**src/rtl/hazard_if.sv**
```systemverilog
// Controller <-> hazard unit status and control bundle for the 5-stage core.
// slave = hazard unit side, master = controller/datapath side.
interface hazard_if #(
  parameter int REG_ADDR_WIDTH = 4
);
  logic [REG_ADDR_WIDTH-1:0] RA1D;
  logic [REG_ADDR_WIDTH-1:0] RA2D;
  logic [REG_ADDR_WIDTH-1:0] RA1E;
  logic [REG_ADDR_WIDTH-1:0] RA2E;
  logic [REG_ADDR_WIDTH-1:0] WA3E;
  logic [REG_ADDR_WIDTH-1:0] WA3M;
  logic [REG_ADDR_WIDTH-1:0] WA3W;
  logic [1:0]                RegWriteM;
  logic [1:0]                RegWriteW;
  logic                      MemtoRegE;
  logic [5:0]                ALUControlE;
  logic                      BranchTakenE;
  logic                      PCWrPendingF;
  logic                      PCSrcW;

  logic [1:0]                ForwardAE;
  logic [1:0]                ForwardBE;
  logic                      StallF;
  logic                      StallD;
  logic                      StallE;
  logic                      FlushD;
  logic                      FlushE;
  logic                      FlushM;
  logic                      div_busy;

  modport slave (
    input  RA1D, RA2D, RA1E, RA2E, WA3E, WA3M, WA3W,
    input  RegWriteM, RegWriteW, MemtoRegE, ALUControlE,
    input  BranchTakenE, PCWrPendingF, PCSrcW,
    output ForwardAE, ForwardBE, StallF, StallD, StallE,
    output FlushD, FlushE, FlushM, div_busy
  );

  modport master (
    output RA1D, RA2D, RA1E, RA2E, WA3E, WA3M, WA3W,
    output RegWriteM, RegWriteW, MemtoRegE, ALUControlE,
    output BranchTakenE, PCWrPendingF, PCSrcW,
    input  ForwardAE, ForwardBE, StallF, StallD, StallE,
    input  FlushD, FlushE, FlushM, div_busy
  );
endinterface

```
**src/rtl/hazard_unit.sv**
```systemverilog
// Pipeline hazard unit: forwarding, load-use/control-flow stalls and flushes, divide interlock.
// Define HAZARD_PERF_CNT_EN to add the stall_cycles / flush_events performance counters.
module hazard_unit #(
  parameter int DIV_CYCLES     = 8,
  parameter int REG_ADDR_WIDTH = 4
) (
  input  logic        clk,
  input  logic        reset,
  hazard_if.slave     hz
`ifdef HAZARD_PERF_CNT_EN
  ,
  output logic [31:0] stall_cycles,
  output logic [31:0] flush_events
`endif
);

  localparam int                CNT_W     = 6;
  localparam logic [CNT_W-1:0]  CNT_LOAD  = CNT_W'(DIV_CYCLES - 2);
  localparam bit                SHORT_DIV = (DIV_CYCLES == 2);
  localparam logic [5:0]        ALU_UDIV  = 6'b101110;
  localparam logic [5:0]        ALU_SDIV  = 6'b101111;

  typedef enum logic {
    IDLE,
    DIV_BUSY
  } div_state_e;

  div_state_e        state_q, state_d;
  logic [CNT_W-1:0]  cnt_q, cnt_d;
  logic              div_last_q, div_last_d;

  logic              div_op;
  logic              div_start;
  logic              div_stall;
  logic              ldrstall;

  // Forward select for one E-stage source; the M-stage high word wins over everything.
  function automatic logic [1:0] fwd_sel(
    input logic [REG_ADDR_WIDTH-1:0] src,
    input logic [REG_ADDR_WIDTH-1:0] wa3m,
    input logic [REG_ADDR_WIDTH-1:0] wa3w,
    input logic [1:0]                rwm,
    input logic [1:0]                rww
  );
    logic [REG_ADDR_WIDTH-1:0] wa3m_hi;
    logic [REG_ADDR_WIDTH-1:0] wa3w_hi;
    wa3m_hi = wa3m + 1'b1;
    wa3w_hi = wa3w + 1'b1;
    if (rwm == 2'b11 && src == wa3m_hi)
      fwd_sel = 2'b11;
    else if (rwm[0] && src == wa3m)
      fwd_sel = 2'b10;
    else if (rww[0] && (src == wa3w || (rww == 2'b11 && src == wa3w_hi)))
      fwd_sel = 2'b01;
    else
      fwd_sel = 2'b00;
  endfunction

  // div_last_q blocks a second start on the cycle the finished divide leaves E.
  assign div_op    = (hz.ALUControlE == ALU_UDIV) || (hz.ALUControlE == ALU_SDIV);
  assign div_start = (state_q == IDLE) && div_op && !hz.BranchTakenE && !div_last_q;
  assign div_stall = div_start || (state_q == DIV_BUSY);
  assign ldrstall  = hz.MemtoRegE && ((hz.RA1D == hz.WA3E) || (hz.RA2D == hz.WA3E));

  always_comb begin
    state_d    = state_q;
    cnt_d      = cnt_q;
    div_last_d = 1'b0;
    case (state_q)
      IDLE: begin
        if (div_start) begin
          if (SHORT_DIV) begin
            div_last_d = 1'b1;
          end else begin
            state_d = DIV_BUSY;
            cnt_d   = CNT_LOAD;
          end
        end
      end
      DIV_BUSY: begin
        cnt_d = cnt_q - 1'b1;
        if (cnt_q == CNT_W'(1)) begin
          state_d    = IDLE;
          div_last_d = 1'b1;
        end
      end
      default: begin
        state_d = IDLE;
        cnt_d   = '0;
      end
    endcase
  end

  always_ff @(posedge clk or negedge reset) begin
    if (!reset) begin
      state_q    <= IDLE;
      cnt_q      <= '0;
      div_last_q <= 1'b0;
    end else begin
      state_q    <= state_d;
      cnt_q      <= cnt_d;
      div_last_q <= div_last_d;
    end
  end

  // Every output is forced low while reset is held, including the combinational terms.
  always_comb begin
    hz.ForwardAE = 2'b00;
    hz.ForwardBE = 2'b00;
    hz.StallF    = 1'b0;
    hz.StallD    = 1'b0;
    hz.StallE    = 1'b0;
    hz.FlushD    = 1'b0;
    hz.FlushE    = 1'b0;
    hz.FlushM    = 1'b0;
    hz.div_busy  = 1'b0;
    if (reset) begin
      hz.ForwardAE = fwd_sel(hz.RA1E, hz.WA3M, hz.WA3W, hz.RegWriteM, hz.RegWriteW);
      hz.ForwardBE = fwd_sel(hz.RA2E, hz.WA3M, hz.WA3W, hz.RegWriteM, hz.RegWriteW);
      hz.StallF    = div_stall || ((ldrstall || hz.PCWrPendingF) && !hz.PCSrcW);
      hz.StallD    = div_stall || (ldrstall && !hz.BranchTakenE);
      hz.StallE    = div_stall;
      hz.FlushD    = hz.PCWrPendingF || (!div_stall && (hz.BranchTakenE || hz.PCSrcW));
      hz.FlushE    = ldrstall || (!div_stall && hz.BranchTakenE);
      hz.FlushM    = div_stall;
      hz.div_busy  = (state_q == DIV_BUSY);
    end
  end

`ifdef HAZARD_PERF_CNT_EN
  logic [31:0] stall_cycles_q, stall_cycles_d;
  logic [31:0] flush_events_q, flush_events_d;

  always_comb begin
    stall_cycles_d = stall_cycles_q;
    flush_events_d = flush_events_q;
    if (hz.StallF)
      stall_cycles_d = stall_cycles_q + 32'd1;
    if (hz.FlushD || hz.FlushE)
      flush_events_d = flush_events_q + 32'd1;
  end

  always_ff @(posedge clk or negedge reset) begin
    if (!reset) begin
      stall_cycles_q <= '0;
      flush_events_q <= '0;
    end else begin
      stall_cycles_q <= stall_cycles_d;
      flush_events_q <= flush_events_d;
    end
  end

  assign stall_cycles = stall_cycles_q;
  assign flush_events = flush_events_q;
`endif

endmodule

```
**src/flat_wrapper.sv**
```systemverilog
// flat-port wrapper written by rule: the top's interface ports become plain ports
module hazard_unit_flat 
#(
  parameter int DIV_CYCLES     = 8,
  parameter int REG_ADDR_WIDTH = 4
)
  (clk, reset, hz_RA1D, hz_RA2D, hz_RA1E, hz_RA2E, hz_WA3E, hz_WA3M, hz_WA3W, hz_RegWriteM, hz_RegWriteW, hz_MemtoRegE, hz_ALUControlE, hz_BranchTakenE, hz_PCWrPendingF, hz_PCSrcW, hz_ForwardAE, hz_ForwardBE, hz_StallF, hz_StallD, hz_StallE, hz_FlushD, hz_FlushE, hz_FlushM, hz_div_busy);
  hazard_if #(.REG_ADDR_WIDTH(REG_ADDR_WIDTH)) hz_i ();
  input  logic clk;
  input  logic reset;
  input wire logic [$bits(hz_i.RA1D)-1:0] hz_RA1D;
  input wire logic [$bits(hz_i.RA2D)-1:0] hz_RA2D;
  input wire logic [$bits(hz_i.RA1E)-1:0] hz_RA1E;
  input wire logic [$bits(hz_i.RA2E)-1:0] hz_RA2E;
  input wire logic [$bits(hz_i.WA3E)-1:0] hz_WA3E;
  input wire logic [$bits(hz_i.WA3M)-1:0] hz_WA3M;
  input wire logic [$bits(hz_i.WA3W)-1:0] hz_WA3W;
  input wire logic [$bits(hz_i.RegWriteM)-1:0] hz_RegWriteM;
  input wire logic [$bits(hz_i.RegWriteW)-1:0] hz_RegWriteW;
  input wire logic [$bits(hz_i.MemtoRegE)-1:0] hz_MemtoRegE;
  input wire logic [$bits(hz_i.ALUControlE)-1:0] hz_ALUControlE;
  input wire logic [$bits(hz_i.BranchTakenE)-1:0] hz_BranchTakenE;
  input wire logic [$bits(hz_i.PCWrPendingF)-1:0] hz_PCWrPendingF;
  input wire logic [$bits(hz_i.PCSrcW)-1:0] hz_PCSrcW;
  output wire logic [$bits(hz_i.ForwardAE)-1:0] hz_ForwardAE;
  output wire logic [$bits(hz_i.ForwardBE)-1:0] hz_ForwardBE;
  output wire logic [$bits(hz_i.StallF)-1:0] hz_StallF;
  output wire logic [$bits(hz_i.StallD)-1:0] hz_StallD;
  output wire logic [$bits(hz_i.StallE)-1:0] hz_StallE;
  output wire logic [$bits(hz_i.FlushD)-1:0] hz_FlushD;
  output wire logic [$bits(hz_i.FlushE)-1:0] hz_FlushE;
  output wire logic [$bits(hz_i.FlushM)-1:0] hz_FlushM;
  output wire logic [$bits(hz_i.div_busy)-1:0] hz_div_busy;
  assign hz_i.RA1D = hz_RA1D;
  assign hz_i.RA2D = hz_RA2D;
  assign hz_i.RA1E = hz_RA1E;
  assign hz_i.RA2E = hz_RA2E;
  assign hz_i.WA3E = hz_WA3E;
  assign hz_i.WA3M = hz_WA3M;
  assign hz_i.WA3W = hz_WA3W;
  assign hz_i.RegWriteM = hz_RegWriteM;
  assign hz_i.RegWriteW = hz_RegWriteW;
  assign hz_i.MemtoRegE = hz_MemtoRegE;
  assign hz_i.ALUControlE = hz_ALUControlE;
  assign hz_i.BranchTakenE = hz_BranchTakenE;
  assign hz_i.PCWrPendingF = hz_PCWrPendingF;
  assign hz_i.PCSrcW = hz_PCSrcW;
  assign hz_ForwardAE = hz_i.ForwardAE;
  assign hz_ForwardBE = hz_i.ForwardBE;
  assign hz_StallF = hz_i.StallF;
  assign hz_StallD = hz_i.StallD;
  assign hz_StallE = hz_i.StallE;
  assign hz_FlushD = hz_i.FlushD;
  assign hz_FlushE = hz_i.FlushE;
  assign hz_FlushM = hz_i.FlushM;
  assign hz_div_busy = hz_i.div_busy;
  hazard_unit #(.DIV_CYCLES(DIV_CYCLES), .REG_ADDR_WIDTH(REG_ADDR_WIDTH)) u_core (.clk(clk), .reset(reset), .hz(hz_i));
endmodule
```
**config.mk**
```make
export PLATFORM = sky130hd
export DESIGN_NAME = hazard_unit_flat
export DESIGN_NICKNAME = d
export VERILOG_FILES = /design/src/rtl/hazard_if.sv /design/src/rtl/hazard_unit.sv /design/src/flat_wrapper.sv
export SDC_FILE = /design/constraint.sdc
export NUM_CORES = 1
export LEC_CHECK = 0
export ABC_CLOCK_PERIOD_IN_PS = 4000
export CORE_ASPECT_RATIO = 0.7
export CORE_MARGIN = 8
export CORE_UTILIZATION = 42
export DETAILED_ROUTE_END_ITERATION = 6
export GPL_TIMING_DRIVEN = 0
export PLACE_DENSITY_LB_ADDON = 0.15
export SYNTH_ARGS = -nofsm -noshare
export SYNTH_HDL_FRONTEND = slang
export SYNTH_SLANG_ARGS = --single-unit
```
**constraint.sdc**
```tcl
create_clock -name clk -period 4 [get_ports clk]
set_clock_uncertainty 0.15 [all_clocks]
set_input_delay 1.2 -clock clk [delete_from_list [all_inputs] [get_ports clk]]
set_output_delay 1.2 -clock clk [all_outputs]
set_load 0.005 [all_outputs]
```
# == Word-level counts from Yosys, hierarchy flattened ==
# Cells that the tools add are included.
# word_totals
out_inout_bits,11
reg_bits,8
# classes
bitwise_logic,1
add_sub_neg,3
n_mux,21
n_eq_ne,16
n_reduce_logical,31
# ops
operator,n
$eq 4x4->1,10
$logic_and 1x1->1,16
$eq 6x6->1 const B,2
$mux 1,12
$mux 2,6
$pmux 6 s2,1
$logic_or 1x1->1,11
$add 4x1->4 const B,2
$eq 6x1->1 const B,1
$mux 6,1
$sub 6x1->6 const B,1
$eq 2x2->1 const B,2
$logic_not 1->1,4
$ne 2x1->1 const B,1
$pmux 1 s2,1
$not 1->1,1

# == Depth between registers and ports, before layout ==
# Gate-level depths: netlist of run 1.
# logic_depth
depth_word,10
mapped_depth,6
ltp_nobuf,6

# == Worst setup path after synthesis of run 1 ==
# OpenSTA, ideal clock, no wires.
# synth_timing
path_kind,input port to output port
from,in hz_WA3W[0]
to,out hz_ForwardAE[0]
cell_stages,5
slack_ps,511
t_arrival_ps,2139
n_path_buf,0
cell_sequence,ha_1 xnor2_1 nand4b_1 o31ai_1 a32o_1
# synth_between
elab_chain_len,9
elab_cells_between_ends,10
# synth_lines
item,line_no,source
start: declaration,flat_wrapper.sv:17,input wire logic [$bits(hz_i.WA3W)-1:0] hz_WA3W;
$add 4x1->4,hazard_unit.sv:48,wa3w_hi = wa3w + 1'b1;
$eq 4x4->1,hazard_unit.sv:53,else if (rww[0] && (src == wa3w || (rww == 2'b11 && src == wa3w_hi)))
$logic_and 1x1->1,hazard_unit.sv:53,
$logic_or 1x1->1 (*),hazard_unit.sv:53,
$logic_and 1x1->1 (*),hazard_unit.sv:53,
$mux 1 (*),hazard_unit.sv:53,
$mux 2 (*),hazard_unit.sv:51,else if (rwm[0] && src == wa3m)
$mux 2 (*),hazard_unit.sv:49,if (rwm == 2'b11 && src == wa3m_hi)
$mux 2 (*),hazard_unit.sv:117,if (reset) begin
end: declaration,flat_wrapper.sv:25,output wire logic [$bits(hz_i.ForwardAE)-1:0] hz_ForwardAE;
# Mark *: on every way between the ends. The rest lies on a longest branch, timed or not.

# == Worst setup path in the final report of run 1 ==
# layout_timing
from,in hz_ALUControlE[4]
to,out hz_StallF
# layout_between
elab_chain_len,8
elab_cells_between_ends,9
# layout_lines
item,line_no,source
start: declaration,flat_wrapper.sv:21,input wire logic [$bits(hz_i.ALUControlE)-1:0] hz_ALUControlE;
$eq 6x6->1,hazard_unit.sv:60,assign div_op = (hz.ALUControlE == ALU_UDIV) || (hz.ALUControlE == ALU_SDIV);
$logic_or 1x1->1 (*),hazard_unit.sv:60,
$logic_and 1x1->1 (*) (3 in series),hazard_unit.sv:61,assign div_start = (state_q == IDLE) && div_op && !hz.BranchTakenE && !div_last_q;
$logic_or 1x1->1 (*),hazard_unit.sv:62,assign div_stall = div_start || (state_q == DIV_BUSY);
$logic_or 1x1->1 (*),hazard_unit.sv:120,hz.StallF = div_stall || ((ldrstall || hz.PCWrPendingF) && !hz.PCSrcW);
$mux 1 (*),hazard_unit.sv:117,
end: declaration,flat_wrapper.sv:27,output wire logic [$bits(hz_i.StallF)-1:0] hz_StallF;
# Marked as above.

==> flow_summary.ini, run 1 <==
[place]
routabilityCongestion = 0.807
dpl_worst_slack_ps = -699
hpwlAfterDp_um = 2880
io_buffer_count = 51

[die]
rows = 15
design.core.area_sq_um = 2400
dieArea_sq_um = 4360
io_pins = 55
die-width_um = 75.5
floorplan.die.height_um = 57.7
floorplan.initialDensity = 0.434

[sta]
achievable-frequency_mhz = 249
layout_setup_ws_ps = -8.29
worstMarginPinSlew_ps = 344
total_negative_setup_slack_ps = -8.29
setup_repair_after_global_routing_missed_its_margin = yes
maxSlewHeadroom = 0.771
hold_viol_final = 0
period_share = 1.00
setup_viol_count_final = 1
period_minus_slack_ps = 4010
drv_slew = 0

[logic_synthesis]
synth-adder-area-share = 0.0480
synth_top_cell_area_share = 0.192
synthXorXnorAreaFrac = 0.371
syn-num-nets = 171
synth_sequential_area_ratio = 0.192
yosys.area_share.simple = 0.241
synth_compound_area_frac = 0.0972
syn_avg_cell_area_sq_um = 8.47
synth_area_leader_cell = dfrtp_1
synthTopCellsByArea = dfrtp_1 19%, xnor2_1 17%, xor2_1 16%, ha_1 4.8%, xnor3_1 4.3%
mappedNetlistArea_sq_um = 1040
yosys-mux-area-fraction = 0.0108
synth_seq_cells = 8
synth_top_family_by_area = XOR/XNOR gates
syn_inst = 123
synthDistinctLibCells = 31
synthesis.yosys.warnings = 0

[setup_path]
crit_path_end_kind = primary output
worst_path_max_delay_cell = clkdlybuf4s50_1
cp_cell_sequence = clkdlybuf4s50_1 > and4bb_2 > and4_4 > buf_6 > nor3_2 > a221oi_2 > buf_2
cp_max_fo = 3
cp.required_ps = 2650
critical_path_launch_point_type = primary input
worst_path_largest_cell_delay_ps = 390
arrival_ps = 2660
path_type_of_the_worst_setup_path = primary input to primary output

[outcome]
run_status = complete, but fails checks
failed_checks = negative setup slack

[clocking]
clock_latency_ps = 250
cts_made_buffers = 3
clock_tree_from_tritoncts = yes
ctsLongestPathBuffers = 2
cts.htree.levels = 1
clk_pin_slew_ps = 60
cts_sinks = 8
cts_root_buf = clkbuf_4

[finish]
drive_above_1_share = 0.240
multi_input_comb_area_sq_um = 936
ff_latch_area_sq_um = 200
diodes = 0
final_net_count = 229
fillers = 217
layout_overhead_on_the_synthesized_area_pct = 64.7

[grt]
grt_pass1_vias = 1208
antenna_found_initial = 0
grt_first_pass_wirelength_um = 5600
grt_max_degree = 14
groute.usage.overall = 0.164
grt-ovfl-total = 0

[drt]
post_route_antenna_net_violation_count = 0
drc = 0
wirelength_um = 3550
avgRoutedWirePerCell_um = 16.6
detailedRoute.firstIterationViolations = 34
routed_via_density = 5.36
detailed_route_via_count = 1142
detail_route.first_pass.iterations = 4

[power]
totalPowerFinal_uw = 532
power.static_leakage_uw = 0.000770
power.ir.vdd_worst_v = 0.000133
power.density_nw_per_um2 = 310

[flow_run]
max-cap-violations = 0

[min_path]
hold_path.class = register to register
[metrics by stage]
| step | hold slack (ps) | cell area [sq um] | instances | utilization |
|---|---|---|---|---|
| after detailed placement | 371 | 1600 | 208 | 0.664 |
| after floorplan | 331 | 1040 | 123 | - |
| final | 377 | 1720 | 213 | 0.715 |
| after CTS | 378 | 1700 | 213 | 0.709 |
| after global placement | 353 | 1600 | 208 | 0.664 |
| after global routing | 407 | 1720 | 213 | 0.715 |
[synthesized netlist by cell type]
master / instances
nand3b_1: 1
a32o_1: 2
a21oi_1: 4
or4_1: 1
o21a_1: 1
and2_1: 1
ha_1: 4
nand2_1: 6
a221oi_1: 1
nand3_1: 5
nor4_1: 2
o31ai_1: 2
xnor3_1: 2
and4bb_2: 1
a22oi_1: 1
inv_1: 5
nand4_1: 6
and4_1: 2
xnor2_1: 20
nor2_1: 11
dfrtp_1: 8
and3_2: 1
xor2_1: 19
clkbuf_1: 2
mux2_2: 1
o21ai_0: 3
and4_4: 1
nand4b_1: 2
o211ai_1: 1
nor3_1: 5
buf_4: 2
[kinds of logic after synthesis]
family / Yosys count
and+or+nand+nor: 45
xor gates and xnor gates: 41
AOI/OAI and AO/OA: 15
buffers and inverters: 9
DFF: 8
adders and majority gates: 4
muxes: 1
[timing repair]
action | in CTS | in global routing
pin swaps | 16 | 4
setup endpoints to repair | 11 | 7
hold endpoints to repair | 0 | 0
resized for setup | 75 | 19
setup buffers | 2 | 0
hold buffers | 0 | 0
[registers in the layout, indices dropped and copies added (netlist names)]
signal,cells
u_core.div_last_q,1
u_core.cnt_q,6
u_core.state_q,1
[power by group]
group | total, uW | switching, uW | internal (uW)
Clock | 62.7 | 28.3 | 34.4
Combinational | 323 | 158 | 165
Sequential | 146 | 28.4 | 118
Total | 532 | 215 | 317
[worst paths after layout]
check,end,slack [ps],depth (start not counted),startpoint
hold / removal,u_core.cnt_q[3],380,1,u_core.cnt_q[3]
hold reg to reg,u_core.cnt_q[3],380,1,u_core.cnt_q[3]
max in group asynchronous,u_core.cnt_q[2],2710,1,reset
setup / recovery,hz_StallF,-8,7,hz_ALUControlE[4]
setup reg to reg,u_core.cnt_q[3],2430,5,u_core.state_q
min in group asynchronous,u_core.cnt_q[3],760,1,reset
[routing by layer]
metal,GRT usage,part of all wire,vias to the layer above
met1,0.195,0.43,540
met4,0.0490,0.012,0
li1,-,-,551
met5,0,0,-
met3,0.0671,0.083,4
met2,0.261,0.47,47
[layout make-up]
| cell class | instances | share of cell area |
|---|---|---|
| plain buffers | 4 | 0.0131 |
| clock buffers | 3 | 0.0131 |
| inverters | 5 | 0.0109 |
| multi-input cells | 106 | 0.545 |
| flip-flops and latches | 8 | 0.117 |
| well taps | 34 | 0.0248 |
| repair buffers | 53 | 0.276 |
[cells in the final DEF (no fill, tap or decap), types with 2 or more instances in the layout]
master	netlist	routed
o31ai_2	0	2
clkdlybuf4s15_2	0	3
buf_2	0	8
xnor2_2	0	4
clkbuf_1	2	2
xnor3_1	2	2
a32o_1	2	2
ha_4	0	2
clkbuf_2	0	2
dlygate4sd2_1	0	15
nand2_1	6	6
and4_4	1	2
nor2_1	11	9
nand3_1	5	5
buf_4	2	4
nand4b_1	2	2
a21oi_1	4	3
o21ai_0	3	2
dfrtp_1	8	8
clkdlybuf4s50_1	0	17
xor2_1	19	18
nand4_1	6	6
nor4_2	0	2
clkbuf_4	0	3
ha_1	4	2
xnor2_1	20	16
inv_1	5	5
nor3_1	5	3
dlymetal6s2s_1	0	5
[critical path: cells and delay by family]
| family | cells | cell delay [ps] |
|---|---|---|
| buffers and inverters | 3 | 660 |
| AOI/OAI and AO/OA | 1 | 220 |
| and+or+nand+nor | 3 | 580 |
Power figures use the tool's default switching activity.
==> inputs of run 2 (changes only) <==
Settings changed: ABC_CLOCK_PERIOD_IN_PS 4000 to 5150, SKIP_LAST_GASP from default to 1.
Clock period 4 ns to 5.15 ns, I/O delays scaled along.
==> flow_summary.ini, run 2 (synthesis results as in run 1) <==
[sta]
period_minus_slack_ps = 5100
achievable-frequency_mhz = 196
layout_setup_ws_ps = 45.4
worstMarginPinSlew_ps = 515
hold_viol_final = 0
setup_viol_count_final = 0
period_share = 0.991
maxSlewHeadroom = 0.657
final.hold.worst_slack_ps = 376
drv_slew = 0

[place]
dpl_worst_slack_ps = -239
io_buffer_count = 51
routabilityCongestion = 0.807
placed_instance_area_sq_um = 1600
hpwlAfterDp_um = 2880

[drt]
post_route_antenna_net_violation_count = 0
drc = 0
routed_via_density = 5.23
wirelength_um = 3400
detailedRoute.firstIterationViolations = 43
detailed_route_via_count = 1108
avgRoutedWirePerCell_um = 16.0
detail_route.first_pass.iterations = 4

[power]
power.density_nw_per_um2 = 238
totalPowerFinal_uw = 404
power.ir.vdd_worst_v = 0.000103
power.static_leakage_uw = 0.000730

[die]
rows = 15
design.core.area_sq_um = 2400
floorplan.initialDensity = 0.434
io_pins = 55
dieArea_sq_um = 4360
die-width_um = 75.5
floorplan.die.height_um = 57.7

[clocking]
ctsLongestPathBuffers = 2
cts_made_buffers = 3
clk_pin_slew_ps = 60
cts_sinks = 8
ctsHoldBuffers = 0
clock_latency_ps = 250
clock_tree_from_tritoncts = yes
cts.htree.levels = 1
cts_root_buf = clkbuf_4

[setup_path]
path_type_of_the_worst_setup_path = primary input to primary output
reg_to_reg_endpoint = u_core.cnt_q[0]
crit_path_end_kind = primary output
rrSetupSlack_ps = 3610
cp.required_ps = 3460
critical_path_launch_point_type = primary input
critical_path.reg2reg.startpoint = u_core.state_q
arrival_ps = 3410
number_of_cell_instances_on_the_worst_register_to_register_path = 5
cp_max_fo = 4

[finish]
finalCoreUtilization = 0.708
largest_register_ff_count = 6
final_net_count = 228
biggestRegsByFlops = u_core.cnt_q (6), u_core.div_last_q (1), u_core.state_q (1)
cell_area_after_layout_sq_um = 1700
registers.top_by_ff_count = u_core.cnt_q
diodes = 0
fillers = 207
layout_common_cells = 38 x clkdlybuf4s50_1, 18 x xor2_1, 17 x xnor2_1
most_common_cell_after_layout_fill_and_taps_aside = clkdlybuf4s50_1
layout_overhead_on_the_synthesized_area_pct = 63.3
drive_above_1_share = 0.129

[min_path]
min_to = u_core.cnt_q[3]
hold_path_depth = 1
hold_path.class = register to register
min_from = u_core.cnt_q[3]

[grt]
grt-ovfl-total = 0
groute.usage.overall = 0.155
grt_max_degree = 14
antenna_found_initial = 0
grt_pass1_vias = 1164
grt_first_pass_wirelength_um = 5310

[flow_run]
max-cap-violations = 0

[outcome]
run_status = finished clean
## run 2: metal layers
layer,vias up,global-route usage,share of wire,wire [um]
li1,545,-,-,-
met2,42,0.249,0.47,1590
met4,0,0.0354,0.0062,21
met5,-,0,0,0
met3,2,0.0602,0.091,311
met1,519,0.188,0.43,1480
## run 2: metrics by stage
stage | instances | setup TNS [ps]
2_1_floorplan | 123 | 0
3_3_place_gp | 208 | -578
3_5_place_dp | 208 | -724
4_1_cts | 212 | -8.56
5_1_grt | 212 | -20.6
6_report | 212 | 0
## run 2: worst max-delay path, stage by stage
cell and delay (ps):
clkdlybuf4s50_1 640, xnor2_1 170, nand4b_1 120, o31ai_2 220
a32o_1 210, clkdlybuf4s50_1 500
## run 2: final cells by class
type,instances,area [sq um],area share
Clock buffer,3,22.5,0.0132
Timing Repair Buffer,52,520,0.306
Tap cell,34,42.5,0.0250
Sequential cell,8,200,0.118
Multi-Input combinational cell,106,875,0.514
Inverter,5,18.8,0.0110
Buffer,4,22.5,0.0132
## run 2: how the worst max path moves through the flow
stage	slack [ps]	endpoint	start	depth (start not counted)
2_1_floorplan	970	hz_ForwardAE[0]	hz_WA3W[0]	5
3_3_place_gp	-230	hz_ForwardBE[0]	hz_WA3W[0]	7
3_5_place_dp	-240	hz_ForwardAE[0]	hz_WA3W[0]	7
4_1_cts	-9	hz_ForwardAE[0]	hz_WA3M[3]	5
5_1_grt	-20	hz_ForwardBE[0]	hz_RA2E[1]	6
6_report	50	hz_ForwardBE[0]	hz_RA2E[1]	6
## run 2: power breakdown
group | switching [uW] | leakage, uW | internal [uW]
registers | 21.7 | 0.0000947 | 91.6
clock network | 21.0 | 0.0000138 | 26.7
logic | 113 | 0.000621 | 130
total | 156 | 0.000730 | 248
## run 2: what timing repair did
item | CTS | global route
pin swaps | 2 | 2
resized for setup | 15 | 12
setup endpoints to repair | 6 | 5
gates cloned | 0 | 0
buffers inserted | 1 | 0
==> variant, RTL diff (flow settings as in run 2) <==
`REG_ADDR_WIDTH` is set to 4 in 3 places; all go to 3.
--- a/src/rtl/hazard_if.sv
+++ b/src/rtl/hazard_if.sv
@@ -1,7 +1,7 @@
 // Controller <-> hazard unit status and control bundle for the 5-stage core.
 // slave = hazard unit side, master = controller/datapath side.
 interface hazard_if #(
-  parameter int REG_ADDR_WIDTH = 4
+  parameter int REG_ADDR_WIDTH = 3
 );
   logic [REG_ADDR_WIDTH-1:0] RA1D;
   logic [REG_ADDR_WIDTH-1:0] RA2D;
--- a/src/rtl/hazard_unit.sv
+++ b/src/rtl/hazard_unit.sv
@@ -2,7 +2,7 @@
 // Define HAZARD_PERF_CNT_EN to add the stall_cycles / flush_events performance counters.
 module hazard_unit #(
   parameter int DIV_CYCLES     = 8,
-  parameter int REG_ADDR_WIDTH = 4
+  parameter int REG_ADDR_WIDTH = 3
 ) (
   input  logic        clk,
   input  logic        reset,
--- a/src/flat_wrapper.sv
+++ b/src/flat_wrapper.sv
@@ -2,7 +2,7 @@
 module hazard_unit_flat 
 #(
   parameter int DIV_CYCLES     = 8,
-  parameter int REG_ADDR_WIDTH = 4
+  parameter int REG_ADDR_WIDTH = 3
 )
   (clk, reset, hz_RA1D, hz_RA2D, hz_RA1E, hz_RA2E, hz_WA3E, hz_WA3M, hz_WA3W, hz_RegWriteM, hz_RegWriteW, hz_MemtoRegE, hz_ALUControlE, hz_BranchTakenE, hz_PCWrPendingF, hz_PCSrcW, hz_ForwardAE, hz_ForwardBE, hz_StallF, hz_StallD, hz_StallE, hz_FlushD, hz_FlushE, hz_FlushM, hz_div_busy);
   hazard_if #(.REG_ADDR_WIDTH(REG_ADDR_WIDTH)) hz_i ();
Interface: changed (7 resized); port bits go from 55 to 48. No check against the original RTL was run, so the function may have changed too.
==> variant against run 2 <==
Fmax grew 1.3%; sequential power decreased by 19%; sequential cell count unchanged; cell area down 13%; worst hold slack got worse by 0.018 ns; clock power rose by 3%; area after synthesis down 15%; non-clock buffer count decreased by 8; worst setup slack gained 0.064 ns; total power fell by 32%; core utilization increased by 1.1 points; critical path depth unchanged; wire length down 14%.
==> variant: results (changes against run 2) <==
RR Startpoint=u_core.state_q; first-pass GRT wire length=4680 um (-12%); vias=982 (-11%); Iter 0 DRT Violations=19 (-56%); outcome=complete, no violations; Seq/Total Area, Yosys=22.5% (+3.3 points); Post CTS Setup Buffer Count=0 (-1); First-pass DRT Iterations=4 (unchanged); TritonCTS buffer count=3 (unchanged); Layout Nets=199 (-13%); Placed Area=0.00138 mm^2 (-14%); Worst Hold Endpoint=u_core.cnt_q[5]; Netlist cell types=36 (+16%); drt drc=0 (unchanged); pre-CTS WS=-0.363 ns (-0.123 ns); max_slew headroom=65.9% (+0.27 points); GPL Wtd Cong=0.770 (-4.6%); largest net degree at the start of global routing=12 (-2); post-synthesis net count=148 (-13%); full die area=0.00387 mm^2 (-11%); end of the worst register-to-register path=u_core.cnt_q[5]; H-tree depth=1 (unchanged); Peak VDD IR=0.265 mV (+160%); share of layout cells above drive strength 1=15.4% (+2.5 points); static leakage=0.650 nW (-11%); top cells by area, synth=dfrtp_1, xnor2_1, xor2_1; Hold Crit Start=u_core.cnt_q[5]; All-Layer GR Usage=15.2% (-0.26 points); post-DR wirelength/cell=16.2 um (+0.91%); Clock Tree Buf Depth=2 (unchanged); vias in the first global route=1,017 (-13%); Min Hold Slack=0.358 ns (-0.0178 ns); clk slew on worst S/H paths=0.06 ns (about the same); warnings from Yosys=0 (unchanged); clock root buffer=clkbuf_4; port buffer count=46 (-9.8%); Worst EP arrival=3.35 ns (-0.06 ns); r2r setup slk=3.44 ns (-0.17 ns); Reg2Reg Depth=5 (unchanged); Crit Path Max Fanout=4 (unchanged); # diodes=0 (unchanged); Hold Crit Class=reg -> reg; HPWL after DPL=2380 um (-18%); initial antenna violation count=0 (unchanged); FILL cells=153 (-26%); Worst-Skew Late Latency=0.26 ns; Post-synth top cells=nand2_1, xnor2_1, xor2_1; Async SR Flop Fraction=100% (unchanged); Largest regs=u_core.cnt_q x6, u_core.div_last_q x1, u_core.state_q x1; worst hold stages=1 (unchanged); most used flip-flop cell after synthesis=dfrtp_1
-- variant: cell count changes after synthesis, moves of 3 or more --
cell | run 2 | this run
and3_1 | 0 | 3
nand2_1 | 6 | 13
nand3_1 | 5 | 1
nor2_1 | 11 | 5
nor3_1 | 5 | 2
xnor2_1 | 20 | 12
xor2_1 | 19 | 12
-- variant: area by class of cell --
class / instances / area (um^2) / share of cell area (%)
multi-input combinational: 92 / 751 / 50.5
tap: 24 / 30.0 / 2.02
buffer: 2 / 11.3 / 0.758
timing repair buffer: 46 / 452 / 30.4
sequential: 8 / 200 / 13.5
clock buffer: 3 / 22.5 / 1.52
inverter: 5 / 20.0 / 1.35
-- variant: cell families (layout without fill, tap and decap cells) --
group | after synthesis | count (layout) | share of synthesized area [%]
mux | 1 | 1 | 1.13
buf+inv | 7 | 56 | 3.38
fa+ha+maj | 4 | 4 | 5.63
simple gates | 46 | 46 | 30.0
flops | 8 | 8 | 22.5
xor+xnor | 25 | 25 | 25.5
compound gates | 16 | 16 | 11.8
-- variant: how the worst max path moves through the flow --
stage / start / to / depth (start not counted) / slack [ns]
global placement: hz_WA3M[0] / hz_ForwardAE[0] / 6 / -0.35
CTS: hz_RA1E[0] / hz_ForwardAE[0] / 6 / -0.03
detailed placement: hz_WA3M[0] / hz_ForwardAE[1] / 6 / -0.36
finish: hz_WA3E[0] / hz_StallD / 6 / 0.11
floorplan: hz_WA3M[0] / hz_ForwardBE[1] / 5 / 0.76
global route: hz_WA3E[0] / hz_FlushE / 6 / 0.02
-- variant: layer usage --
layer | GRT usage [%] | vias to the layer above | share of wire (%) | wire [um]
li1 | - | 481 | - | -
met1 | 16.9 | 454 | 44 | 1290
met2 | 26.6 | 45 | 45 | 1300
met3 | 8.04 | 2 | 11 | 308
met4 | 2.05 | 0 | 0.48 | 14
met5 | 0 | - | 0 | 0
-- variant: worst max-delay path: stages --
cell and delay [ns]:
clkdlybuf4s50_1 0.44, or2_2 0.31, a211oi_1 0.22, o21ai_1 0.15, o22ai_1 0.14, clkdlybuf4s50_1 0.54
-- variant: per-stage QoR --
stage,utilization (%),instances
3_5_place_dp,66.7,177
3_3_place_gp,66.7,177
6_report,71.9,180
2_1_floorplan,-,107
5_1_grt,71.9,180
4_1_cts,71.1,180
-- variant: timing repair --
action	CTS	global route
setup endpoints to repair	11	3
resized for setup	31	3
hold endpoints to repair	0	0
pin swaps	2	0
-- variant: power by group --
group	internal (W)	switching [W]
logic	0.0000741	0.0000605
clock network	0.0000267	0.0000224
registers	0.0000775	0.0000138
total	0.000178	0.0000966
